## config.mk

```make
export PLATFORM = sky130hd
export DESIGN_NAME = divide_block_m
export DESIGN_NICKNAME = d
export VERILOG_FILES = /design/src/rtl/divide_block_m.sv
export SDC_FILE = /design/constraint.sdc
export NUM_CORES = 1
export LEC_CHECK = 0
export CAP_MARGIN = 40
export CORE_UTILIZATION = 51
export DETAILED_ROUTE_END_ITERATION = 8
export GPL_TIMING_DRIVEN = 0
export HOLD_SLACK_MARGIN = 0.03
export PLACE_DENSITY = 0.76
export REMOVE_ABC_BUFFERS = 1
export SETUP_SLACK_MARGIN = 0.3
export SLEW_MARGIN = 25
export SYNTH_ARGS = -nofsm -noshare
export SYNTH_HDL_FRONTEND = slang
export SYNTH_SLANG_ARGS = --single-unit
```

## constraint.sdc

```tcl
create_clock -name clk -period 2.3 [get_ports clk]
set_input_delay 0.46 -clock clk [delete_from_list [all_inputs] [get_ports clk]]
set_output_delay 0.46 -clock clk [all_outputs]
set_load 0.03 [all_outputs]
```

## src/rtl/divide_block_m.sv

```systemverilog
// Multi-cycle restoring divider sharing the datapath byte_op/word convention.
// Signed operands are divided as magnitudes and sign-corrected in one fixup cycle.
module divide_block_m #(
   parameter int unsigned WORD_SIZE = 16
) (
   input  logic                 clk,
   input  logic                 reset_n,
   input  logic                 start,
   input  logic                 byte_op,
   input  logic                 signed_op,
   input  logic [WORD_SIZE-1:0] src_a,
   input  logic [WORD_SIZE-1:0] src_b,
   output logic                 busy,
   output logic                 done,
   output logic [WORD_SIZE-1:0] quotient,
   output logic [WORD_SIZE-1:0] remainder,
   output logic                 div_zero,
   output logic                 ovf
);

   localparam int unsigned HALF_WORD = WORD_SIZE / 2;
   localparam int unsigned CW = $clog2(WORD_SIZE + 1);
   localparam logic [WORD_SIZE-1:0] HalfMask = {{HALF_WORD{1'b0}}, {HALF_WORD{1'b1}}};
   localparam logic [WORD_SIZE-1:0] MinHalf = HalfMask ^ (HalfMask >> 1);
   localparam logic [WORD_SIZE-1:0] MinWord = {1'b1, {(WORD_SIZE-1){1'b0}}};

   typedef enum logic [1:0] {StIdle, StIter, StFixup, StDone} state_t;

   state_t               state_q;
   logic [WORD_SIZE-1:0] acc_q, q_q, b_abs_q;
   logic [CW-1:0]        count_q;
   logic                 byte_q, signed_q, sign_a_q, sign_b_q;

   logic [WORD_SIZE-1:0] mask_in, a_in, b_in, a_abs_in, b_abs_in;
   logic                 sign_a_in, sign_b_in;
   logic [WORD_SIZE:0]   acc_sh;
   logic                 take;
   logic [WORD_SIZE-1:0] acc_next, mask_q, min_q, q_fix, r_fix;
   logic                 ovf_fix;

   always_comb begin
      mask_in   = byte_op ? HalfMask : '1;
      a_in      = src_a & mask_in;
      b_in      = src_b & mask_in;
      sign_a_in = signed_op & (byte_op ? src_a[HALF_WORD-1] : src_a[WORD_SIZE-1]);
      sign_b_in = signed_op & (byte_op ? src_b[HALF_WORD-1] : src_b[WORD_SIZE-1]);
      a_abs_in  = sign_a_in ? ((-a_in) & mask_in) : a_in;
      b_abs_in  = sign_b_in ? ((-b_in) & mask_in) : b_in;
   end

   // One restoring step; acc_sh needs an extra bit before the compare.
   always_comb begin
      acc_sh   = {acc_q, q_q[WORD_SIZE-1]};
      take     = (acc_sh >= {1'b0, b_abs_q});
      acc_next = take ? (acc_sh[WORD_SIZE-1:0] - b_abs_q) : acc_sh[WORD_SIZE-1:0];
   end

   // MIN / -1 falls out of the magnitude path as |q| = MIN, r = 0; only the flag is extra.
   always_comb begin
      mask_q  = byte_q ? HalfMask : '1;
      min_q   = byte_q ? MinHalf : MinWord;
      q_fix   = (sign_a_q ^ sign_b_q) ? ((-q_q) & mask_q) : q_q;
      r_fix   = sign_a_q ? ((-acc_q) & mask_q) : acc_q;
      ovf_fix = signed_q & sign_a_q & sign_b_q & (b_abs_q == WORD_SIZE'(1)) & (q_q == min_q);
   end

   always_ff @(posedge clk or negedge reset_n) begin
      if (!reset_n) begin
         state_q   <= StIdle;
         acc_q     <= '0;
         q_q       <= '0;
         b_abs_q   <= '0;
         count_q   <= '0;
         byte_q    <= 1'b0;
         signed_q  <= 1'b0;
         sign_a_q  <= 1'b0;
         sign_b_q  <= 1'b0;
         busy      <= 1'b0;
         done      <= 1'b0;
         quotient  <= '0;
         remainder <= '0;
         div_zero  <= 1'b0;
         ovf       <= 1'b0;
      end else begin
         unique case (state_q)
            StIdle: begin
               if (start) begin
                  byte_q   <= byte_op;
                  signed_q <= signed_op;
                  sign_a_q <= sign_a_in;
                  sign_b_q <= sign_b_in;
                  b_abs_q  <= b_abs_in;
                  // Byte dividend sits in the top half so the shift-out bit is always the MSB.
                  q_q      <= byte_op ? (a_abs_in << HALF_WORD) : a_abs_in;
                  acc_q    <= '0;
                  count_q  <= byte_op ? CW'(HALF_WORD) : CW'(WORD_SIZE);
                  busy     <= 1'b1;
                  div_zero <= 1'b0;
                  ovf      <= 1'b0;
                  if (b_in == '0) begin
                     quotient  <= mask_in;
                     remainder <= a_in;
                     div_zero  <= 1'b1;
                     done      <= 1'b1;
                     state_q   <= StDone;
                  end else begin
                     state_q <= StIter;
                  end
               end
            end
            StIter: begin
               acc_q   <= acc_next;
               q_q     <= {q_q[WORD_SIZE-2:0], take};
               count_q <= count_q - CW'(1);
               if (count_q == CW'(1)) begin
                  state_q <= StFixup;
               end
            end
            StFixup: begin
               quotient  <= q_fix;
               remainder <= r_fix;
               ovf       <= ovf_fix;
               done      <= 1'b1;
               state_q   <= StDone;
            end
            StDone: begin
               done    <= 1'b0;
               busy    <= 1'b0;
               state_q <= StIdle;
            end
            default: state_q <= StIdle;
         endcase
      end
   end

endmodule

```

==> results of run 1 <==
## routing by layer
layer / vias up / share of wire / GRT usage / routed length (microns)
met5: - / 0 / 0 / 0
met2: 405 / 0.49 / 0.543 / 11000
li1: 3110 / - / - / -
met4: 0 / 0.045 / 0.155 / 1020
met1: 3321 / 0.39 / 0.403 / 8920
met3: 91 / 0.075 / 0.0493 / 1690
## power breakdown
part | switching, mW | total [mW] | internal (mW) | leakage, nW
registers | 0.977 | 3.45 | 2.47 | 1.14
clock network | 0.707 | 1.51 | 0.804 | 0.148
logic | 6.17 | 11.4 | 5.19 | 2.57
## state kept, by name, summed over array words and instances (netlist names)
register   cells
q_q           16
done           1
signed_q       1
count_q        5
remainder     16
b_abs_q       16
quotient      16
busy           1
byte_q         1
ovf            1
sign_b_q       1
div_zero       1
acc_q         16
sign_a_q       1
state_q        2
## through the flow
step / worst slack (ps) / utilization
after floorplan: -1340 / -
after global placement: -2830 / 0.581
after detailed placement: -1090 / 0.590
after CTS: -236 / 0.700
after global routing: -326 / 0.750
final: -271 / 0.750
## worst reg2reg max path, delay by kind of cell (launching register included)
kind / cells / cell delay [ps]
XOR/XNOR: 1 / 220
buffers and inverters: 2 / 150
AO/OA/AOI/OAI: 5 / 1140
flip-flops: 1 / 440
adder cells (fa/ha/maj): 2 / 500
## cell type report
class / count / area [sq um] / area share
Multi-Input combinational cell: 615 / 4870 / 0.513
Sequential cell: 95 / 2400 / 0.252
Timing Repair Buffer: 165 / 1580 / 0.167
Clock buffer: 11 / 253 / 0.0266
Tap cell: 172 / 215 / 0.0226
Inverter: 36 / 141 / 0.0149
Clock inverter: 5 / 38.8 / 0.00408
## layout by cell type, fill, tap and decap left out, types with 13 or more instances in the layout
cell type | synthesis | layout
clkdlybuf4s50_1 | 0 | 43
nor3_1 | 18 | 14
ha_4 | 0 | 16
nand2_1 | 108 | 103
buf_6 | 2 | 25
o31ai_1 | 19 | 13
nor2_1 | 72 | 57
dfrtp_2 | 0 | 13
a21oi_1 | 36 | 24
buf_4 | 1 | 64
dfrtp_1 | 95 | 81
xnor2_1 | 33 | 30
inv_1 | 36 | 27
xor2_1 | 36 | 33
o21ai_1 | 1 | 17
o211ai_1 | 18 | 18
o21ai_0 | 67 | 44
## worst max path at each step
stage,start,to,cells past startpoint
global placement,start,q_q[12]$_DFFE_PN0P_,5
global route,q_q[15]$_DFFE_PN0P_,acc_q[12]$_DFFE_PN0P_,10
CTS,q_q[15]$_DFFE_PN0P_,acc_q[12]$_DFFE_PN0P_,10
finish,q_q[15]$_DFFE_PN0P_,acc_q[12]$_DFFE_PN0P_,10
detailed placement,src_b[2],quotient[9]$_DFFE_PN0P_,7
floorplan,state_q[0]$_DFFE_PN0P_,q_q[12]$_DFFE_PN0P_,6
## cells by family after synthesis
| logic type | share of synthesized area |
|---|---|
| and+or+nand+nor | 0.185 |
| AOI/OAI and AO/OA | 0.247 |
| DFF | 0.358 |
| buffers and inverters | 0.0528 |
| xor gates and xnor gates | 0.0910 |
| adders and majority gates | 0.0520 |
| muxes | 0.0143 |
## what timing repair did
action	4_1_cts	5_1_grt
cloned	7	5
hold buffers	1	0
hold endpoints to repair	28	0
gates resized for setup	194	105
pin swaps	44	52
buffers inserted	51	32
setup endpoints to repair	93	59
==> results.md, run 1 <==
- Power Total: 16.3 mW
- Distinct cells, synth: 72
- First-pass GRT wire length: 33,300 microns
- Root buffer cell: clkbuf_16
- Crit Path Class: reg -> reg
- Boundary Pins: 73
- CTS buffer count: 9
- CP Capture Type: register
- CP top delay family: compound AO/OA/AOI/OAI gates
- Most frequent cell after synthesis: nand2_1
- Async SR Flop Fraction: 1.00
- Yosys warning count: 0
- HP Class: in -> reg
- Fill count: 838
- Fmax: 389 MHz
- Final Hold Slack: 417 ps
- Core area: 12,700 sq um
- Largest net degree at the start of global routing: 68
- Die height: 116 microns
- Startpoint Class: register
- Largest cells by area after synthesis: dfrtp_1 (36%), nand2_1 (6.1%), o21ai_0 (5.1%), ha_1 (4.9%), xor2_1 (4.7%)
- Worst r2r src: q_q[15]$_DFFE_PN0P_
- Core Rows: 41
- Area grow syn2layout: 43.1%
- Number of clock sinks: 95
- Non-filler cells, final: 1,099
- # diodes: 0
- Max-Cap Viols: 0
- Setup ws final: -271 ps
- Cells after synthesis: 782
- Worst path cell trace: inv_2, ha_4, inv_2, fa_2, a21o_1, a221o_1, a221o_1, a21oi_2, xor2_1, o211ai_1
- Detailed Place HPWL: 13,000 microns
- Post-synth top cells: nand2_1 (108), dfrtp_1 (95), nor2_1 (72)
- Dominant cell type by area after synthesis: dfrtp_1
- Sequential area share after synthesis: 0.358
- Hold depth: 3
- Initial Util: 0.524
- PwrDens: 1720 nW/um^2
- Initial DRC Count: 733
- Final min period: 2570 ps
- RSZ-0062 raised after global routing: true
- Synth top area share: 0.358
- Arrival @ worst endpoint: 2790 ps
- Cell Area, Placed: 7470 sq um
- NumNets Final: 986
- Worst-path maximum fanout: 3
- Run status: complete, but fails checks
- Hold Startpoint: src_a[4]
- Failing checks: negative setup slack
- H-tree depth: 3
- Clock tree buffer depth: 2
- Setup TNS: -899 ps
- Die Area: 13,500 sq um
- Finished layout cell area: 9500 sq um
- CTS tree: built
- R2R depth: 10
- Vias per inst: 6.30
- Worst skew pair latency: 350 ps
- Slew Viols, Final: 0
- Flops & latches, synth: 95
- Initial antenna violation count: 0
- WL/cell: 20.6 microns
- I/O Buffers: 72
- Period Utilization, post-route: 1.12
- P_leak: 3.86 nW
- Vias in the first global route: 6,420
- Global-route usage over all layers: 0.321
- Worst R2R Setup Slack: -270 ps
- Worst path max stage delay: 440 ps
- First-pass DRT Iterations: 7
- DRC: 0
- End of the worst register-to-register path: acc_q[12]$_DFFE_PN0P_
- Final hold violations: 0
- Peak supply drop: 0.640 mV
- Critical-path top delay cell: dfrtp_1
- Setup Viol. Count Final: 5
- Worst-path clk slew: 70 ps
- Post-Syn Area per Cell: 8.49 sq um
- Worst Path Buf+Inv: 2
- Critical Path RT: 2520 ps
- Ys flop type: dfrtp_1
- Cell Area, Synth: 6640 sq um
- Tightest Pin Transition: 515 ps
- Routed wire length: 22,700 microns
- Clock Skew: 12.4 ps
- Layout cells sized above 1: 0.309
- GRT overflow: 0
- Hold EP: remainder[4]$_DFFE_PN0P_
- GP Congestion: 0.936
- Post-synth EDFFs: 0
- Post-Place Cells: 987
- Die X: 116 microns
- Via count: 6,927
- Slew HR: 0.648
- Final antenna-violating net count: 0
Power figures use the tool's default switching activity.
==> inputs of run 2 (changes only) <==
Settings changed: CORE_MARGIN from default to 2, RECOVER_POWER from default to 100.
==> results.md, run 2 (synthesis results as in run 1) <==
- Run status: complete, but fails checks (unchanged)
- Failing checks: negative setup slack (unchanged)
- GP Congestion: 1.02 (was 0.936)
- Max-Cap Viols: 0 (unchanged)
- M1 GR Usage: 0.381 (was 0.403)
- Initial DRC Count: 728 (was 733)
- Worst-path maximum fanout: 3 (unchanged)
- Clock network fraction of design power: 0.091 (was 0.093)
- First-pass DRT Iterations: 7 (unchanged)
- CTS tree: built (unchanged)
- P_sw: 7.72 mW (was 7.85 mW)
- Critical Path RT: 2520 ps (about the same)
- Grt met3 use: 0.0494 (was 0.0493)
- Startpoint Class: register (unchanged)
- # diodes: 0 (unchanged)
- P_leak: 3.78 nW (was 3.86 nW)
- Clock Skew: 5.45 ps (was 12.4 ps)
- WL/cell: 21.4 microns (was 20.6 microns)
- Area grow syn2layout: 39.7% (was 43.1%)
- Worst skew pair latency: 350 ps (about the same)
- Met2 Track Usage GR: 0.520 (was 0.543)
- Layout cells sized above 1: 0.284 (was 0.309)
- PwrDens: 1690 nW/um^2 (was 1720 nW/um^2)
- Routed wire length: 23,200 microns (was 22,700 microns)
- HP Class: in -> reg (unchanged)
- Worst-path clk slew: 70 ps (about the same)
- Die height: 118 microns (was 116 microns)
- Detailed Place HPWL: 13,100 microns (was 13,000 microns)
- Core area: 12,700 sq um (unchanged)
- NumNets Final: 969 (was 986)
- Vias per inst: 6.45 (was 6.30)
- CP Capture Type: register (unchanged)
- Slew Viols, Final: 0 (unchanged)
- Most common cell after layout, fill and taps aside: nand2_1 (unchanged)
- Fmax: 386 MHz (was 389 MHz)
- Die X: 118 microns (was 116 microns)
- Setup ws final: -292 ps (was -271 ps)
- Initial Util: 0.524 (unchanged)
- Setup Viol. Count Final: 43 (was 5)
- Logic pwr share: 0.692 (was 0.696)
- Die Area: 13,900 sq um (was 13,500 sq um)
- Via count: 6,975 (was 6,927)
- CTS buffer count: 9 (unchanged)
- Largest net degree at the start of global routing: 66 (was 68)
- Global-route usage over all layers: 0.308 (was 0.321)
- Crit Path Class: reg -> reg (unchanged)
- Clock tree buffer depth: 2 (unchanged)
- Final antenna-violating net count: 0 (unchanged)
- Power Total: 15.7 mW (was 16.3 mW)
- First-pass GRT wire length: 34,600 microns (was 33,300 microns)
- Flop pwr share: 0.218 (was 0.211)
- Slew HR: 0.446 (was 0.648)
- Arrival @ worst endpoint: 2820 ps (was 2790 ps)
- I/O Buffers: 72 (unchanged)
- Setup TNS: -3630 ps (was -899 ps)
- Vias in the first global route: 6,720 (was 6,420)
- Switching share of power: 0.491 (was 0.481)
- Top Usage Layer GRT: met2 (unchanged)
- Core Rows: 41 (unchanged)
- Commonest non-fill, non-tap cells in the layout: nand2_1 (102), dfrtp_1 (82), nor2_1 (67), buf_4 (53), o21ai_0 (51) (was nand2_1 (103), dfrtp_1 (81), buf_4 (64), nor2_1 (57), o21ai_0 (44))
- Fin util: 0.732 (was 0.750)
- Initial antenna violation count: 0 (unchanged)
- Peak supply drop: 0.609 mV (was 0.640 mV)
- DRC: 0 (unchanged)
- Root buffer cell: clkbuf_16 (unchanged)
- H-tree depth: 3 (unchanged)
- Tightest Pin Transition: 831 ps (was 515 ps)
- Number of clock sinks: 95 (unchanged)
- GRT overflow: 0 (unchanged)
- RSZ-0062 raised after global routing: true (unchanged)
- Final min period: 2590 ps (was 2570 ps)
- Int Power: 8.00 mW (was 8.46 mW)
- Final hold violations: 0 (unchanged)
- Period Utilization, post-route: 1.13 (was 1.12)
- Boundary Pins: 73 (unchanged)
run 2: changes by cell type in the layout (fill, tap and decap cells not counted), sizes merged, moves of 3 or more:
cell,previous run,this run
clkdlybuf4s50,43,7
buf,98,82
dlygate4sd3,1,37
dlymetal6s2s,3,9
clkdlybuf4s15,5,2
clkbuf,17,21
dlygate4sd2,9,3
run 2: worst paths after layout:
path                                          startpoint                         to  slack [ps]  cells past startpoint
worst max-delay path                 q_q[15]$_DFFE_PN0P_      acc_q[12]$_DFFE_PN0P_        -290                     10
worst min-delay path                            src_a[4]   remainder[4]$_DFFE_PN0P_         420                      3
worst max register to register       q_q[15]$_DFFE_PN0P_      acc_q[12]$_DFFE_PN0P_        -290                     10
worst min register to register  remainder[4]$_DFFE_PN0P_   remainder[4]$_DFFE_PN0P_         470                      2
max in group asynchronous                        reset_n     state_q[1]$_DFFE_PN0P_         230                      3
min in group asynchronous                        reset_n  remainder[13]$_DFFE_PN0P_         710                      2
run 2: repair_timing:
item                       4_1_cts  5_1_grt
gates cloned                     6        3
hold buffers                     1        0
resized for setup              192       89
buffers inserted                53       17
setup endpoints to repair       93       72
hold endpoints to repair        30        0
pin swaps                       53       43
run 2: power by group through the flow:
stage | clock network, mW | logic, mW | registers [mW]
after floorplan | 0 | 4.88 | 3.63
after global placement | 0 | 7.16 | 3.24
after detailed placement | 0 | 7.53 | 3.29
after CTS | 1.41 | 9.67 | 3.33
after global routing | 1.49 | 11.5 | 3.52
final | 1.42 | 10.9 | 3.43
run 2: worst max-delay path, cell delays in order (launching register included):
cell and delay, ps:
dfrtp_1 440, inv_2 120, ha_4 140, inv_2 40
fa_2 350, a21o_1 190, a221o_1 330, a221o_1 330
a21oi_2 150, xor2_1 250, o211ai_1 120
run 2: metal layers:
metal,vias up,share of wire
met5,-,0
met4,0,0.060
met3,111,0.082
met2,433,0.48
met1,3361,0.38
li1,3070,-
run 2: per-stage QoR:
step	setup slack, ps	hold WS [ps]	instance area, sq um	cells
2_1_floorplan	-1340	164	6420	738
3_3_place_gp	-2870	452	7360	982
3_5_place_dp	-1140	358	7450	986
4_1_cts	-198	410	8870	1062
5_1_grt	-368	428	9280	1082
6_report	-292	420	9280	1082
run 2: area by class of cell:
type                    count  area (sq um)
repair buffers            149          1410
well taps                 172           215
multi-input cells         614          4840
fillers                   877          3390
flip-flops and latches     95          2400
inverters                  36           143
clock buffers              12           236
clock inverters             4          30.0
